File: config.mk
export PLATFORM = sky130hd
export DESIGN_NAME = packet_segmenter_axis
export DESIGN_NICKNAME = d
export VERILOG_FILES = /design/src/rtl/rdma_seg_pkg.sv /design/src/rtl/seg_output_stage.sv /design/src/rtl/packet_segmenter_axis.sv
export SDC_FILE = /design/constraint.sdc
export NUM_CORES = 1
export LEC_CHECK = 0
export CORE_MARGIN = 2
export CORE_UTILIZATION = 59
export CTS_CLUSTER_DIAMETER = 200
export DETAILED_ROUTE_END_ITERATION = 8
export GPL_ROUTABILITY_DRIVEN = 0
export PLACE_DENSITY = 0.93
export SLEW_MARGIN = 20
export SYNTH_ARGS = -nofsm -noshare
export SYNTH_HDL_FRONTEND = slang
export SYNTH_HIERARCHICAL = 1
export SYNTH_SLANG_ARGS = --single-unit
File: constraint.sdc
create_clock -name iClk -period 23.5 [get_ports iClk]
set_input_delay 4.7 -clock iClk [delete_from_list [all_inputs] [get_ports iClk]]
set_output_delay 4.7 -clock iClk [all_outputs]
set_load 0.02 [all_outputs]
File: src/rtl/rdma_seg_pkg.sv
// Shared types and helpers for the packet segmenter.
// Holds the gcd/lcm helpers used to size the ring buffer, the byte-enable
// generator for partial beats, and the beat record passed from the ring
// buffer to the output holding register. The beat record is sized for the
// widest supported output beat (OUT_W below SEG_DATA_MAX); narrower
// configurations only use the low bits.
package rdma_seg_pkg;

    localparam int SEG_DATA_MAX = 1024;
    localparam int SEG_KEEP_MAX = SEG_DATA_MAX / 8;

    typedef struct packed {
        logic [SEG_DATA_MAX-1:0] data;
        logic [SEG_KEEP_MAX-1:0] keep;
        logic                    last;
    } seg_beat_t;

    // Euclid's algorithm; only ever evaluated at elaboration time.
    function automatic int gcd(input int a, input int b);
        int x;
        int y;
        int t;
        x = a;
        y = b;
        while (y != 0) begin
            t = x % y;
            x = y;
            y = t;
        end
        return x;
    endfunction

    function automatic int lcm(input int a, input int b);
        return (a / gcd(a, b)) * b;
    endfunction

    // Contiguous byte enables from bit 0 covering nbits of payload,
    // limited to keepW lanes.
    function automatic logic [SEG_KEEP_MAX-1:0] keep_from_bits(input int nbits, input int keepW);
        logic [SEG_KEEP_MAX-1:0] k;
        k = '0;
        for (int i = 0; i < SEG_KEEP_MAX; i++) begin
            if ((i < keepW) && (i < nbits / 8)) begin
                k[i] = 1'b1;
            end
        end
        return k;
    endfunction

endpackage

File: src/rtl/seg_output_stage.sv
// Output holding register for the packet segmenter.
// Ports:
//   clk_i, rst_i  clock and synchronous active-high reset
//   valid_i       a beat is available upstream this cycle
//   beat_i        the beat that would be loaded
//   ready_i       downstream accepts the currently held beat
//   accept_o      the register can take a new beat this cycle
//   valid_o       held beat is valid
//   data_o/keep_o/last_o  held beat fields, OUT_W wide
module seg_output_stage
    import rdma_seg_pkg::*;
#(
    parameter int OUT_W = 64
) (
    input  logic             clk_i,
    input  logic             rst_i,
    input  logic             valid_i,
    input  seg_beat_t        beat_i,
    input  logic             ready_i,
    output logic             accept_o,
    output logic             valid_o,
    output logic [OUT_W-1:0] data_o,
    output logic [OUT_W/8-1:0] keep_o,
    output logic             last_o
);

    localparam int KEEP_W = OUT_W / 8;

    seg_beat_t beat_q;
    logic      valid_q;
    logic      unusedBits;

    // The register may take a new beat when it is empty or its current beat
    // is leaving this cycle, which keeps one beat per cycle under full flow.
    assign accept_o = !valid_q || ready_i;

    // Load a new beat when possible; otherwise drop valid once the held beat
    // has been taken. While stalled nothing changes, so outputs stay stable.
    always_ff @(posedge clk_i) begin
        if (rst_i) begin
            beat_q  <= '0;
            valid_q <= 1'b0;
        end else if (valid_i && accept_o) begin
            beat_q  <= beat_i;
            valid_q <= 1'b1;
        end else if (ready_i) begin
            valid_q <= 1'b0;
        end
    end

    // The beat record is sized for the widest configuration; the upper bits
    // are always zero here and are folded away.
    assign unusedBits = ^{beat_q.data[SEG_DATA_MAX-1:OUT_W], beat_q.keep[SEG_KEEP_MAX-1:KEEP_W]};

    assign valid_o = valid_q;
    assign data_o  = beat_q.data[OUT_W-1:0];
    assign keep_o  = beat_q.keep[KEEP_W-1:0];
    assign last_o  = beat_q.last;

endmodule

File: src/rtl/packet_segmenter_axis.sv
// Width-converting packet segmenter between the DMA read path and the RDMA
// packet builder. IN_W-bit input beats are written into a ring buffer and
// read back as OUT_W-bit beats, with the final partial beat of a message
// zero-padded and byte-masked, and oLAST marking packet ends
// (every MAX_PKT_BEATS beats) and message ends.
// Ports:
//   iClk, iRst           clock and synchronous active-high reset
//   iDMA_DATA/iVALID/iLAST/oREADY      input beat handshake
//   oDATA_PACKET/oKEEP/oLAST/oVALID/iREADY  output beat handshake
module packet_segmenter_axis
    import rdma_seg_pkg::*;
#(
    parameter int IN_W          = 128,
    parameter int OUT_W         = 64,
    parameter int MAX_PKT_BEATS = 4
) (
    input  logic               iClk,
    input  logic               iRst,
    input  logic [IN_W-1:0]    iDMA_DATA,
    input  logic               iVALID,
    input  logic               iLAST,
    output logic               oREADY,
    output logic [OUT_W-1:0]   oDATA_PACKET,
    output logic [OUT_W/8-1:0] oKEEP,
    output logic               oLAST,
    output logic               oVALID,
    input  logic               iREADY
);

    localparam int LCM    = lcm(IN_W, OUT_W);
    localparam int CAP    = 2 * LCM;
    localparam int KEEP_W = OUT_W / 8;
    localparam int PTR_W  = $clog2(CAP);
    localparam int CNT_W  = PTR_W + 1;
    localparam int BC_W   = (MAX_PKT_BEATS > 1) ? $clog2(MAX_PKT_BEATS) : 1;

    localparam logic [CNT_W-1:0] CAP_C   = CNT_W'(CAP);
    localparam logic [CNT_W-1:0] IN_C    = CNT_W'(IN_W);
    localparam logic [CNT_W-1:0] OUT_C   = CNT_W'(OUT_W);
    localparam logic [BC_W-1:0]  BC_LAST = BC_W'(MAX_PKT_BEATS - 1);

    logic [CAP-1:0]   ring_q;
    logic [PTR_W-1:0] wrPtr_q, wrPtr_d;
    logic [PTR_W-1:0] rdPtr_q, rdPtr_d;
    logic [CNT_W-1:0] count_q, count_d;
    logic             eomPending_q, eomPending_d;
    logic [BC_W-1:0]  beatCnt_q, beatCnt_d;

    logic             wrEn;
    logic             beatAvail;
    logic             finalBeat;
    logic             stageAccept;
    logic             loadEn;
    logic [OUT_W-1:0] rdData;
    logic [OUT_W-1:0] maskedData;
    seg_beat_t        beat_d;

    // Pointers are bit offsets into the ring; CAP is a multiple of both beat
    // widths, so advancing by one beat wraps exactly onto zero.
    function automatic logic [PTR_W-1:0] ptrAdvance(input logic [PTR_W-1:0] p, input logic [CNT_W-1:0] step);
        logic [CNT_W-1:0] s;
        s = {1'b0, p} + step;
        if (s >= CAP_C) begin
            s = s - CAP_C;
        end
        return PTR_W'(s);
    endfunction

    // Input side: accept only when a whole input beat fits and no finished
    // message is still draining, so one message is in flight at a time.
    assign oREADY = !iRst && !eomPending_q && ((count_q + IN_C) <= CAP_C);
    assign wrEn   = iVALID && oREADY;

    // A full beat is available whenever OUT_W bits are buffered; once the
    // message has ended, any remaining bits form the final (maybe partial) beat.
    assign beatAvail = (count_q >= OUT_C) || (eomPending_q && (count_q != '0));
    assign finalBeat = eomPending_q && (count_q != '0) && (count_q <= OUT_C);
    assign loadEn    = beatAvail && stageAccept;

    assign rdData = ring_q[rdPtr_q +: OUT_W];

    // Build the candidate output beat: bits beyond the buffered count are
    // zeroed so stale ring contents never leak into a partial beat.
    always_comb begin
        maskedData = '0;
        for (int i = 0; i < OUT_W; i++) begin
            maskedData[i] = rdData[i] & (CNT_W'(i) < count_q);
        end
        beat_d = '0;
        beat_d.data[OUT_W-1:0] = maskedData;
        beat_d.keep = keep_from_bits((count_q >= OUT_C) ? OUT_W : int'(count_q), KEEP_W);
        beat_d.last = finalBeat || (beatCnt_q == BC_LAST);
    end

    // Next-state for pointers, fill count, end-of-message flag and packet
    // beat counter. Loading the final beat of a message rewinds everything
    // to zero; a write can never coincide with it because the input is
    // closed while the end of message is pending.
    always_comb begin
        wrPtr_d      = wrPtr_q;
        rdPtr_d      = rdPtr_q;
        count_d      = count_q;
        eomPending_d = eomPending_q;
        beatCnt_d    = beatCnt_q;
        if (loadEn && finalBeat) begin
            wrPtr_d      = '0;
            rdPtr_d      = '0;
            count_d      = '0;
            eomPending_d = 1'b0;
            beatCnt_d    = '0;
        end else begin
            if (wrEn) begin
                wrPtr_d = ptrAdvance(wrPtr_q, IN_C);
                if (iLAST) begin
                    eomPending_d = 1'b1;
                end
            end
            if (loadEn) begin
                rdPtr_d   = ptrAdvance(rdPtr_q, OUT_C);
                beatCnt_d = beat_d.last ? '0 : beatCnt_q + BC_W'(1);
            end
            count_d = count_q + (wrEn ? IN_C : '0) - (loadEn ? OUT_C : '0);
        end
    end

    // Control state registers; reset discards everything buffered.
    always_ff @(posedge iClk) begin
        if (iRst) begin
            wrPtr_q      <= '0;
            rdPtr_q      <= '0;
            count_q      <= '0;
            eomPending_q <= 1'b0;
            beatCnt_q    <= '0;
        end else begin
            wrPtr_q      <= wrPtr_d;
            rdPtr_q      <= rdPtr_d;
            count_q      <= count_d;
            eomPending_q <= eomPending_d;
            beatCnt_q    <= beatCnt_d;
        end
    end

    // Ring storage needs no reset: the count alone decides what is valid.
    always_ff @(posedge iClk) begin
        if (wrEn) begin
            ring_q[wrPtr_q +: IN_W] <= iDMA_DATA;
        end
    end

    seg_output_stage #(
        .OUT_W(OUT_W)
    ) uOutStage (
        .clk_i   (iClk),
        .rst_i   (iRst),
        .valid_i (beatAvail),
        .beat_i  (beat_d),
        .ready_i (iREADY),
        .accept_o(stageAccept),
        .valid_o (oVALID),
        .data_o  (oDATA_PACKET),
        .keep_o  (oKEEP),
        .last_o  (oLAST)
    );

endmodule
---- Word-level counts from Yosys, hierarchy flattened ----
Cells that the tools add are included.
word-level totals
  register bits after elaboration ......... 358
  input port bits ......................... 133
  output and inout port bits .............. 75
  logic and storage cells ................. 201
operators by class
  add/subtract/negate cells ............... 10
  order comparisons ....................... 77
  eq/ne operators ......................... 1
  shifts and indexed selects .............. 3
  muxes and demuxes ....................... 17
  bitwise operators ....................... 65
  reduce and logical (&&, ||, !) cells .... 18
operator list
  kind                        count
  $lt 6x9->1 const A          32
  $bwmux 256                  1
  $shift 128x10->256 const A  1
  $shiftx 128x10->256         1
  $shiftx 256x9->64           1
  $lt 5x9->1 const A          16
  $lt 4x32->1 const A         4
  $lt 4x9->1 const A          8
  $and 1x1->1                 64
  $lt 3x32->1 const A         2
  $lt 3x9->1 const A          4
  $add 32x1->32               1
  $lt 1x32->1 const A         1
  $lt 2x32->1 const A         1
  $mux 8                      3
  $ge 9x9->1 const B          2
  $lt 1x9->1 const A          2
  $lt 2x9->1 const A          2
  $sub 8x1->8 const B         2
  $mux 1                      10
  $neg 8->10                  1
  $add 8x7->9 const B         1
  $add 8x8->9 const B         1
  $add 9x8->9                 1
  other kinds (19)            29

---- Logic depth before layout (Yosys ltp) ----
  depth in word-level cells ............... 7
  gate-level depth with buffers ........... 12
  mapped depth without buffers ............ 12

---- Hierarchy ----
The synthesis kept the hierarchy.
by module, submodules not included
  module                 times used  cells an instance  area an instance (um2)  seq. area each (um2)
  packet_segmenter_axis  1           773                12,040.3                7,907.6
  seg_output_stage       1           336                3,193.1                 1,481.4

---- Worst setup path after synthesis ----
OpenSTA, ideal clock, no wires.
  path type ............................... input to register
  start ................................... input port iRst
  end ..................................... register ring_q[0], enable pin
  library setup time ...................... 0.617 ns
  arrival ................................. 10.634 ns
  data required time ...................... 22.883 ns
  slack ................................... 12.249 ns
  stages .................................. 3
  path through ............................ a211oi_2 > nand2_2 > nor2_1
on the way
  cells in the longest elaborated chain, start to end .. 4
ends and longest elaborated chain
  item                            line                          text
  start, declared                 packet_segmenter_axis.sv:18   input logic iRst,
  $logic_not 1->1                 packet_segmenter_axis.sv:71   assign oREADY = !iRst && !eomPending_q && ((count_q + IN_C) <= CAP_C);
  $logic_and 1x1->1 (2 in a row)  packet_segmenter_axis.sv:71
  $logic_and 1x1->1               packet_segmenter_axis.sv:72   assign wrEn = iVALID && oREADY;
  end signal, assigned by index   packet_segmenter_axis.sv:146  ring_q[wrPtr_q +: IN_W] <= iDMA_DATA;
  end, declared                   packet_segmenter_axis.sv:42   logic [CAP-1:0] ring_q;
No other way between the ends.
A chain may end at the register's enable or synchronous reset.

---- Worst setup path in the final report ----
  start ................................... input port iRst
  end ..................................... output port oREADY
on the way
  cells in the longest elaborated chain, start to end .. 3
ends and longest elaborated chain
  item                            line                         text
  $logic_not 1->1                 packet_segmenter_axis.sv:71
  $logic_and 1x1->1 (2 in a row)  packet_segmenter_axis.sv:71
  end, declared                   packet_segmenter_axis.sv:22  output logic oREADY,
No other way between the ends.

==> run summary <==
Fin Clk Skew: 0.00954 ns
CTS clk-pin slew, worst paths: 0.06 ns
IO buf count: 207
Worst setup path start: iRst
Worst reg2reg startpoint: count_q[4]
RSZ-0062 raised after global routing: no
Via-to-Cell Ratio: 5.65
First-pass GRT wire length: 49,900 um
Required time worst endpoint: 18.80 ns
Syn avg cell area: 13.7 sq um
Setup TNS: 0 ns
Setup violators final: 0
Final hold slack: 0.471 ns
Synthesized cell area: 15,200 sq um
Worst skew pair latency: 0.50 ns
GRT Util Overall: 24.6%
Syn Inst Count: 1,108
CTS max path bufs: 3
Die height: 165 um
Clock sink total: 341
Final hold viol count: 0
Starting density of the core: 60.3%
Die width: 165 um
CTS resizes: 0
H-tree Lvls: 2
Crit Path Class: input pin to output pin
Final worst slack: 12.67 ns
CP Buf/Inv Count: 3
Critical-path top delay cell: clkdlybuf4s50_1
Dpl cell area: 17,400 sq um
Num CTS Buffers: 34
Non-Filler Instances: 1,635
Syn nets: 1,250
Row count: 58
VDD IR max: 0.103 mV
I/O Pins: 208
Reg2reg end: ring_q[210]
Pwr Density: 115 nW/um^2
CTS root buffer: clkbuf_16
Path length in cells of the critical path: 4
Initial antenna violation count: 9
Vias post-DR: 9,240
Die ar.: 27,100 sq um
Number of global-route vias before repair: 9,046
Relative slew slack: 31.2%
Worst setup path endpoint: oREADY
Post-DR wirelength/cell: 20.2 um
FF-to-FF path depth: 6
Top fanout value on the critical path: 76
Fin crit share: 46.1%
First-pass DRT Iterations: 5
Final min period: 10.83 ns
Grt ovf: 0
Dpl hpwl: 20,500 um
Worst slack at placement: 12.67 ns
Design area: 18,600 sq um
Worst EP arrival: 6.13 ns
# hold bufs at CTS: 0
DRC Markers: 0
Nets: 1,415
Filler instances: 1,535
Maximum clock rate: 92.4 MHz
Status: completed
Drt total wl: 33,100 um
Critical-path cell list: buf_2, buf_4, a211oi_2, clkdlybuf4s50_1
Startpoint Class: input pin
Pins over their slew limit: 0
LEAKAGE: 6.36 nW
Yosys warning count: 6
Max-Cap Viols: 0
Hold Crit Class: register to register
Layout cells sized above 1: 12.6%
Core ar.: 25,300 sq um
Critical path's top delay family: buffers and inverters
Pin count of the biggest net entering global routing: 103
Layout area overhead: 21.8%
CTS tree: built
Crit-path max cell delay: 0.66 ns
Worst R2R Setup Slack: 19.94 ns
Placed Cells incl. Taps: 1,566
ANT nets after route: 0
Slew at the pin with the worst max-slew slack: 1.03 ns
Worst setup EP type: output pin
Initial detailed-routing violation count: 1,069
Post-CTS Setup Inserts: 0
report_power, final:
group	total [W]	switching [W]	internal (W)
sequential	0.000861	0.0000829	0.000778
clock	0.000536	0.000215	0.000320
combinational	0.000734	0.000391	0.000343
cell type report:
class                   instances  area, sq um  area share (%)
clock buffers                  49          971            5.23
multi-input cells             669         5420            29.2
flip-flops and latches        341         9400            50.7
diodes                          6         15.0          0.0809
clock inverters                13          131           0.708
repair buffers                218         2170            11.7
well taps                     330          413            2.23
inverters                       9         33.8           0.182
worst min-delay path, delay by kind of cell (launching register included):
family / cells / cell delay (ns)
AOI/OAI and AO/OA: 1 / 0.06
and+or+nand+nor: 1 / 0.05
DFF: 1 / 0.31
placed cells by master, fill, tap and decap left out, types with 2 or more instances in the layout:
cell / n
a21bo_1: 45
a21bo_2: 28
a21oi_1: 79
and2_1: 128
buf_4: 10
bufinv_16: 3
clkbuf_1: 12
clkbuf_16: 37
clkdlybuf4s50_1: 206
clkinv_1: 7
clkinv_2: 3
dfxtp_1: 82
dfxtp_4: 3
diode_2: 6
edfxtp_1: 256
ha_1: 8
inv_1: 9
mux4_2: 64
nand2_1: 10
nand3_1: 77
nor2_1: 8
nor2_2: 2
nor2_4: 2
nor2b_1: 192
or4b_1: 2
xnor2_1: 2
xor2_1: 4
layer usage:
metal / up-vias / routed length, um / track usage, %
met4: 2 / 804 / 8.30
met3: 50 / 2060 / 3.57
li1: 4321 / - / -
met5: - / 13 / 0
met1: 4475 / 14200 / 35.6
met2: 392 / 16000 / 38.9
how the worst min path moves through the flow:
| stage | slack (ns) | cells after the start | endpoint | start |
|---|---|---|---|---|
| after floorplan | 0.44 | 2 | beatCnt_q[1] | beatCnt_q[1] |
| after global placement | 0.45 | 2 | beatCnt_q[1] | beatCnt_q[1] |
| after detailed placement | 0.47 | 2 | beatCnt_q[1] | beatCnt_q[1] |
| after CTS | 0.47 | 2 | beatCnt_q[1] | beatCnt_q[1] |
| after global routing | 0.50 | 2 | beatCnt_q[1] | beatCnt_q[1] |
| final | 0.47 | 2 | beatCnt_q[1] | beatCnt_q[1] |
registers in the layout, indices dropped and copies added (netlist names):
register,cells
ring_q,256
uOutStage/data_o,64
uOutStage/keep_o,8
count_q,5
beatCnt_q,2
rdPtr_q,2
eomPending_q,1
uOutStage/last_o,1
uOutStage/valid_o,1
wrPtr_q,1
stage by stage:
step	total power, W	utilization [%]
floorplan	0.00136	-
global placement	0.00156	68.9
detailed placement	0.00159	68.9
CTS	0.00213	73.3
global route	0.00223	73.5
finish	0.00213	73.5
(Power assumes the default switching activity.)
